## config.mk

```make
export PLATFORM = sky130hd
export DESIGN_NAME = hazard_ctrl
export DESIGN_NICKNAME = d
export VERILOG_FILES = /design/src/rtl/hazard_ctrl.sv
export SDC_FILE = /design/constraint.sdc
export NUM_CORES = 1
export LEC_CHECK = 0
export BUFFER_PORTS_ARGS = -buffer_cell sky130_fd_sc_hd__clkbuf_2
export CAP_MARGIN = 15
export CORE_MARGIN = 10
export CORE_UTILIZATION = 44
export CTS_BUF_LIST = sky130_fd_sc_hd__clkbuf_16
export DETAILED_ROUTE_END_ITERATION = 10
export HOLD_SLACK_MARGIN = 0.1
export PLACE_DENSITY = 0.84
export SYNTH_ARGS = -nofsm -noshare
export SYNTH_HDL_FRONTEND = slang
export SYNTH_SLANG_ARGS = --single-unit
```

## constraint.sdc

```tcl
create_clock -name clk -period 3.4 [get_ports clk]
set_clock_uncertainty 0.15 [all_clocks]
set_input_delay 0.17 -clock clk [delete_from_list [all_inputs] [get_ports clk]]
set_output_delay 0.17 -clock clk [all_outputs]
set_load 0.1 [all_outputs]
```

## src/rtl/hazard_ctrl.sv

```systemverilog
// Hazard unit for the 5-stage MIPS pipeline: EX forwarding selects, stage stall/flush
// generation and the launch/hold sequencing for the multi-cycle divider.
module hazard_ctrl #(
  parameter int unsigned DIV_CYCLES = 34
) (
  input  logic       clk,
  input  logic       rst,
  input  logic [4:0] rsD,
  input  logic [4:0] rtD,
  input  logic [4:0] rsE,
  input  logic [4:0] rtE,
  input  logic [4:0] writeregE,
  input  logic [4:0] writeregM,
  input  logic [4:0] writeregW,
  input  logic       regwriteE,
  input  logic       regwriteM,
  input  logic       regwriteW,
  input  logic       memtoregE,
  input  logic       divE,
  input  logic       pcsrcM,
  input  logic       jumpM,
  input  logic       jrM,
  input  logic       jalM,
  input  logic       jalrM,
  input  logic       balM,
  input  logic       dmem_stall,
  output logic [1:0] forwardAE,
  output logic [1:0] forwardBE,
  output logic       stallF,
  output logic       stallD,
  output logic       stallE,
  output logic       stallM,
  output logic       stallW,
  output logic       flushD,
  output logic       flushE,
  output logic       flushM,
  output logic       flushW,
  output logic       div_start,
  output logic       div_busy
);

  localparam int unsigned CntW = $clog2(DIV_CYCLES + 1);

  typedef enum logic [1:0] {StIdle, StBusy, StDone} div_state_e;

  div_state_e      state_q, state_d;
  logic [CntW-1:0] cnt_q, cnt_d;
  logic            redir_m;
  logic            lwstall;
  logic            divhold;

  // M result is younger than W, so it wins when both match.
  always_comb begin
    forwardAE = 2'b00;
    if (regwriteM && (writeregM != 5'd0) && (writeregM == rsE)) begin
      forwardAE = 2'b10;
    end else if (regwriteW && (writeregW != 5'd0) && (writeregW == rsE)) begin
      forwardAE = 2'b01;
    end
    forwardBE = 2'b00;
    if (regwriteM && (writeregM != 5'd0) && (writeregM == rtE)) begin
      forwardBE = 2'b10;
    end else if (regwriteW && (writeregW != 5'd0) && (writeregW == rtE)) begin
      forwardBE = 2'b01;
    end
  end

  assign redir_m = pcsrcM | jumpM | jrM | jalM | jalrM | balM;
  assign lwstall = memtoregE & regwriteE & (writeregE != 5'd0) &
                   ((writeregE == rsD) | (writeregE == rtD));
  assign divhold = divE & (state_q != StDone);
  assign div_busy = (state_q != StIdle);

  // Divider sequencing; the counter keeps running through memory stalls.
  always_comb begin
    state_d   = state_q;
    cnt_d     = cnt_q;
    div_start = 1'b0;
    unique case (state_q)
      StIdle: begin
        if (divE) begin
          div_start = 1'b1;
          cnt_d     = CntW'(DIV_CYCLES - 1);
          state_d   = StBusy;
        end
      end
      StBusy: begin
        if (cnt_q == '0) begin
          state_d = StDone;
        end else begin
          cnt_d = cnt_q - CntW'(1);
        end
      end
      StDone: begin
        if (!dmem_stall) begin
          state_d = StIdle;
        end
      end
      default: state_d = StIdle;
    endcase
    if (rst) begin
      div_start = 1'b0;
    end
  end

  always_ff @(posedge clk) begin
    if (rst) begin
      state_q <= StIdle;
      cnt_q   <= '0;
    end else begin
      state_q <= state_d;
      cnt_q   <= cnt_d;
    end
  end

  // A pending redirect is held under a memory stall and taken once it clears.
  always_comb begin
    stallF = 1'b0;
    stallD = 1'b0;
    stallE = 1'b0;
    stallM = 1'b0;
    stallW = 1'b0;
    flushD = 1'b0;
    flushE = 1'b0;
    flushM = 1'b0;
    flushW = 1'b0;
    if (rst) begin
      stallF = 1'b0;
    end else if (dmem_stall) begin
      stallF = 1'b1;
      stallD = 1'b1;
      stallE = 1'b1;
      stallM = 1'b1;
      flushW = 1'b1;
    end else if (redir_m) begin
      flushD = 1'b1;
      flushE = ~divhold;
      if (divhold) begin
        stallE = 1'b1;
        flushM = 1'b1;
      end
    end else if (divhold) begin
      stallF = 1'b1;
      stallD = 1'b1;
      stallE = 1'b1;
      flushM = 1'b1;
    end else if (lwstall) begin
      stallF = 1'b1;
      stallD = 1'b1;
      flushE = 1'b1;
    end
    stallD = stallD & ~flushD;
    stallE = stallE & ~flushE;
    stallM = stallM & ~flushM;
    stallW = stallW & ~flushW;
  end

endmodule

```

==> run_results.csv, run 1 <==
group,metric,value,unit
drt,post_drt_wl_per_cell,14.3,um
power,intPower,352,uW
die,core-area,0.00200,mm2
cts,htreeDepth,1,
cts,ctsResizeCount,0,
yosys,synthXorXnorAreaFrac,28.9,%
cts,clkTransAtPathRegs,0.03,ns
yosys,synth_edf_count,0,
outcome,status,"finished clean",
grt,grtUsageTotal,13.6,%
grt,grt_pass1_wl,4910,um
yosys,synth_nets,172,
drt,drc,0,
timing,fmax,459,MHz
setup_path,cp_top_family,"simple AND/OR/NAND/NOR gates",
cells_and_area,num_antenna_cells,0,
yosys,ys_seq_area_share,17.0,%
cts,postCtsSetupRepairBufs,0,
yosys,synthMuxAreaShare,4.39,%
grt,grt_overflow,0,
placed_design,routabilityCongestion,0.855,
timing,period_share,64.1,%
yosys,netlist_area,940,um2
yosys,ys.flop_type,"dfxtp_1",
die,die-area,0.00438,mm2
yosys,yosysWarnings,0,
power,power,583,uW
cts,clock-sinks,8,
yosys,avgSynthCellArea,7.77,um2
cts,cts_buffer_depth,2,
cts,numCtsBuffers,3,
power,power_leakage,0.000641,uW
cts,clock_latency,0.23,ns
yosys,synth-simple-area-share,28.6,%
yosys,synth_compound_area_share,14.0,%
timing,slew_viol_final,0,
power,p_per_area,435,mW/mm2
yosys,synthArstFlopShare,0,%
yosys,syn_inst,121,
setup_path,end_kind,"primary output",
cells_and_area,drive_gt1_share,39.9,%
timing,worst_pin_slew,0.732,ns
grt,antenna_found_initial,0,
timing,period_minus_slack,2.18,ns
timing,hold_viol_final,0,
setup_path,crit_buf_inv,2,
die,start_util,46.9,%
cells_and_area,post-route-util,66.9,%
yosys,synth_cell_type_count,39,
power,comb_power_share,44.8,%
setup_path,worst-setup-path-type,"input pin to primary output",
flow_run,cap_violations,0,
drt,routed_wirelength,3010,um
power,switching_share,39.7,%
drt,vias,1114,
cts,clock-root-buffer,"clkbuf_16",
power,irDropWorstVdd,0.307,mV
drt,dr.pass1.iters,4,
power,p_sw,232,uW
yosys,synth_top_family_by_area,"XOR/XNOR gates",
setup_path,path_common_cell,"clkbuf_2",
setup_path,path_max_fanout,3,
placed_design,io_buffers,62,
drt,viasPerCell,5.30,
timing,max-slew-margin-rel,51.1,%
timing,rsz0062_at_grt,"no",
setup_path,critPathLaunchType,"input pin",
power,seq_power_share,21.8,%
hold_path,worst_hold_path_type,"input pin to register",
die,fp-row-count,16,
die,ioPinCount,64,
setup_path,required,3.08,ns
power,power_frac_clock,33.3,%
yosys,synth_adder_area_share,2.66,%
grt,first_global_vias,1190,
cts,cts_tree,"done",
timing,setup_viol,0,
drt,drt_iter0_markers,53,
cells_and_area,area_delta_synth_final,42.6,%
setup_path,slowest_delay,0.54,ns
setup_path,crit_slowest_cell,"or4_4",
setup_path,arrival,1.86,ns
die,die-height,66.2,um
placed_design,dp_hpwl,2620,um
cells_and_area,final_nets,236,
setup_path,cp_cell_sequence,"clkbuf_2 -> or4_4 -> nor4_1 -> a31oi_1 -> o21ai_1 -> clkbuf_2",
cts,holdBufCountCts,0,
grt,grt_max_degree,14,
die,die_x,66.2,um
yosys,synth_seq_cells,8,
drt,postRouteAntennaNets,0,
routing by layer:
metal | vias up | routed length (um) | share of wire [%] | GRT usage [%]
met4 | 0 | 55 | 1.8 | 4.71
met5 | - | 0 | 0 | 0
li1 | 558 | - | - | -
met3 | 6 | 391 | 13 | 6.61
met1 | 488 | 1140 | 38 | 13.3
met2 | 62 | 1430 | 47 | 24.3
cell families (layout without fill, tap and decap cells):
group	count (synthesis)	count (layout)
buffers and inverters	8	70
other	1	1
muxes	4	4
AOI/OAI and AO/OA	19	19
DFF	8	8
adders and majority gates	2	2
and+or+nand+nor	48	48
xor gates and xnor gates	31	31
through the flow:
stage | instances | TNS [ns] | hold slack, ns | setup WS, ns | instance area [um2]
after global placement | 207 | 0 | 0.338 | 1.27 | 1260
after detailed placement | 207 | 0 | 0.346 | 1.21 | 1260
after global routing | 210 | 0 | 0.163 | 1.11 | 1340
after CTS | 210 | 0 | 0.136 | 1.21 | 1340
final | 210 | 0 | 0.150 | 1.22 | 1340
after floorplan | 121 | -3.73 | 0.199 | -1.53 | 940
synth_stat cells, types with 2 or more instances:
library cell | count | area share (%)
xor2_1 | 25 | 23
nand2_1 | 9 | 3.6
nor4_2 | 2 | 2.7
nor2_1 | 12 | 4.8
nor4_1 | 4 | 2.7
or4_4 | 2 | 2.4
nor3_1 | 5 | 2.7
mux2i_1 | 3 | 3.2
or4_1 | 3 | 2.4
buf_4 | 2 | 1.6
o21ai_0 | 4 | 2.1
dfxtp_1 | 8 | 17
xnor2_1 | 6 | 5.6
or3_1 | 2 | 1.3
nand2b_1 | 2 | 1.3
nand3_1 | 2 | 1.1
inv_1 | 5 | 2.0
a21oi_1 | 3 | 1.6
ha_1 | 2 | 2.7
state kept, by name, summed over array words and instances, names as in the netlist:
signal / count
cnt_q: 6
state_q: 2
cell usage in the layout (no fill, tap or decap), drive strengths merged:
master / Yosys / layout
a211oi: 1 / 1
a21boi: 1 / 1
a21oi: 3 / 3
a22oi: 1 / 1
a31oi: 1 / 1
clkbuf: 1 / 65
conb: 1 / 1
dfxtp: 8 / 8
ha: 2 / 2
inv: 5 / 5
mux2: 1 / 1
mux2i: 3 / 3
nand2: 9 / 9
nand2b: 2 / 2
nand3: 2 / 2
nand4: 1 / 1
nor2: 12 / 12
nor2b: 1 / 1
nor3: 5 / 5
nor3b: 1 / 1
nor4: 6 / 6
o2111ai: 1 / 1
o211ai: 1 / 1
o21ai: 6 / 6
o311a: 1 / 1
o31a: 1 / 1
o31ai: 1 / 1
o41a: 1 / 1
or2: 1 / 1
or3: 2 / 2
or3b: 1 / 1
or4: 5 / 5
xnor2: 6 / 6
xor2: 25 / 25
power by group through the flow:
stage	clock network, uW	logic, uW	registers (uW)
CTS	197	262	127
global route	202	284	130
global placement	0	253	126
finish	194	262	127
floorplan	0	193	124
detailed placement	0	259	128
final timing paths:
kind / startpoint / slack (ns) / to / cells after the start
min: rst / 0.15 / cnt_q[1]$_SDFFE_PP0P_ / 2
min reg2reg: cnt_q[0]$_SDFFE_PP0P_ / 0.35 / cnt_q[0]$_SDFFE_PP0P_ / 1
max reg2reg: cnt_q[0]$_SDFFE_PP0P_ / 1.62 / cnt_q[3]$_SDFFE_PP0P_ / 6
max: jumpM / 1.22 / stallF / 6
cell type report:
type                       count  area (um2)
clock buffer                   3        75.1
fill                         180         662
inverter                       5        18.8
multi-input combinational    105         742
sequential                     8         160
tap                           27        33.8
timing repair buffer          62         310
Note: power is estimated with default switching activity, not from simulation.
==> run 2: changes to the inputs <==
- CORE_UTILIZATION: 44 -> 37
- PLACE_DENSITY: 0.84 -> 0.76
- clock period: 3.4 -> 1.8 ns (I/O delays scaled with it)
==> run 2 against run 1 <==
  * Cell count rose by 5.2%
  * Critical endpoint is now cnt_q[0]$_SDFFE_PP0P_
  * Final area grew 29%
  * Core utilization up 3.6 points
  * Die area increased by 13%
  * Non-clock buffer count increased by 8
  * Clock power increased by 93%
  * Critical path type is now register to register
  * Register-to-register slack got worse by 1.6 ns
  * Power increased by 110%
  * Via count up 4.3%
  * Sequential power increased by 94%
==> run_results.csv, run 2 (synthesized netlist as in run 1, its figures left out) <==
group,metric,value,unit
outcome,status,"finished clean",
die,die-area,0.00496,mm2
cts,htreeDepth,1,
cells_and_area,regMostFlops,"cnt_q",
drt,dr.pass1.iters,5,
grt,grt_max_degree,9,
die,die-height,70.4,um
cts,cts_tree,"done",
cells_and_area,top_regs,"cnt_q (6), state_q (2)",
drt,post_drt_wl_per_cell,16.4,um
drt,drt_iter0_markers,58,
grt,grt_pass1_wl,5810,um
cts,clock-root-buffer,"clkbuf_16",
die,ioPinCount,64,
setup_path,cp_cell_sequence,"inv_2 -> ha_4 -> nand2b_4 -> o41a_1 -> buf_4 -> nor3_1 -> a211oi_1",
cts,numCtsBuffers,3,
power,p_sw,506,uW
cells_and_area,final_nets,244,
cts,clock-sinks,8,
timing,setup_viol,0,
power,power_leakage,0.000752,uW
timing,worst_pin_slew,0.698,ns
die,die_x,70.4,um
timing,hold_viol_final,0,
setup_path,worst-setup-path-type,"register to register",
die,fp-row-count,18,
setup_path,slowest_delay,0.48,ns
cts,holdBufCountCts,0,
die,start_util,38.3,%
drt,vias,1162,
cells_and_area,drive_gt1_share,53.4,%
cts,cts_buffer_depth,2,
timing,max-slew-margin-rel,53.4,%
timing,fin_setup_tns,0,ns
power,switching_share,40.5,%
die,core-area,0.00245,mm2
setup_path,critPathLaunchType,"register",
cells_and_area,design_area,0.00173,mm2
grt,grt_overflow,0,
timing,period_minus_slack,1.78,ns
timing,rsz0062_at_grt,"yes",
grt,antenna_found_initial,0,
cells_and_area,fillCellCount,196,
setup_path,required,1.75,ns
setup_path,crit_slowest_cell,"o41a_1",
placed_design,dp_hpwl,3080,um
cells_and_area,largest_reg_flops,6,
placed_design,routabilityCongestion,0.956,
cts,clock_latency,0.23,ns
power,comb_power_share,50.4,%
drt,routed_wirelength,3630,um
cells_and_area,final_common_cell,"clkbuf_2",
setup_path,path_max_fanout,6,
cells_and_area,num_antenna_cells,0,
power,power_frac_clock,29.9,%
setup_path,arrival,1.73,ns
timing,period_share,98.7,%
power,intPower,745,uW
placed_design,placedInstanceArea,0.00157,mm2
cells_and_area,area_delta_synth_final,84.2,%
grt,first_global_vias,1283,
grt,grtUsageTotal,13.8,%
cts,clkTransAtPathRegs,0.04,ns
power,seq_power_share,19.7,%
power,p_per_area,723,mW/mm2
drt,viasPerCell,5.26,
power,irDropWorstVdd,0.707,mV
placed_design,io_buffers,62,
drt,postRouteAntennaNets,0,
flow_run,cap_violations,0,
setup_path,end_kind,"register",
cells_and_area,mostFrequentLayoutCells,"clkbuf_2 (51), xor2_1 (25), nor2_1 (10), buf_12 (9)",
drt,drc,0,
timing,slew_viol_final,0,
hold_path,worst_hold_path_type,"input pin to register",
timing,fmax,563,MHz
## run 2: cell count changes in the layout (fill, tap and decap cells not counted), moves of 3 or more
cell | previous run | this run
nor4_4 | 0 | 5
buf_12 | 0 | 9
o21ai_4 | 0 | 4
clkbuf_2 | 62 | 51
buf_4 | 0 | 8
nor4_1 | 4 | 1
## run 2: through the flow
step | utilization (%) | cells | setup WS, ns | total power [uW] | hold WS (ns)
3_5_place_dp | 63.9 | 215 | -0.0123 | 822 | 0.347
6_report | 70.5 | 221 | 0.0229 | 1250 | 0.143
5_1_grt | 70.5 | 221 | -0.0552 | 1310 | 0.182
2_1_floorplan | - | 121 | -0.455 | 632 | 0.119
4_1_cts | 68.0 | 220 | -0.0193 | 1210 | 0.114
3_3_place_gp | 63.9 | 215 | 0.0432 | 798 | 0.332
## run 2: worst paths after layout
check                                           start                     to  slack, ns  depth (start not counted)
worst max-delay path            cnt_q[0]$_SDFFE_PP0P_  cnt_q[0]$_SDFFE_PP0P_       0.02                          7
worst min-delay path                              rst  cnt_q[4]$_SDFFE_PP0P_       0.14                          3
worst max register to register  cnt_q[0]$_SDFFE_PP0P_  cnt_q[0]$_SDFFE_PP0P_       0.02                          7
worst min register to register  cnt_q[0]$_SDFFE_PP0P_  cnt_q[0]$_SDFFE_PP0P_       0.32                          1
## run 2: worst max-delay path, delay by kind of cell (launching register included)
family | cells | cell delay [ns]
AND/OR/NAND/NOR | 2 | 0.22
AO/OA/AOI/OAI | 2 | 0.56
flip-flops | 1 | 0.33
buffers and inverters | 2 | 0.26
adder cells (fa/ha/maj) | 1 | 0.14
## run 2: repair_timing
action | 4_1_cts | 5_1_grt
endpoints found under the setup margin | 3 | 9
pin swaps | 3 | 5
buffers inserted | 2 | 1
resized for setup | 2 | 14
## run 2: power by group through the flow
stage | sequential, uW | combinational, uW | clock (uW)
floorplan | 235 | 397 | 0
global placement | 239 | 559 | 0
detailed placement | 243 | 580 | 0
CTS | 240 | 596 | 377
global route | 251 | 676 | 387
finish | 247 | 630 | 374
## run 2: layout make-up
type	count	area [um2]	area share, %
Multi-Input combinational cell	105	918	53.1
Tap cell	30	37.5	2.17
Clock buffer	3	75.1	4.34
Sequential cell	8	163	9.40
Timing Repair Buffer	70	518	29.9
Inverter	5	18.8	1.08
## run 2: routing by layer
metal  share of wire (%)  global-route usage [%]  vias to the layer above  routed length, um
met5                   0                       0                        -                  0
met4                 2.0                    3.29                        0                 72
met3                 7.7                    5.51                       10                281
met2                  51                    25.0                       51               1860
met1                  39                    14.3                      527               1410
li1                    -                       -                      574                  -
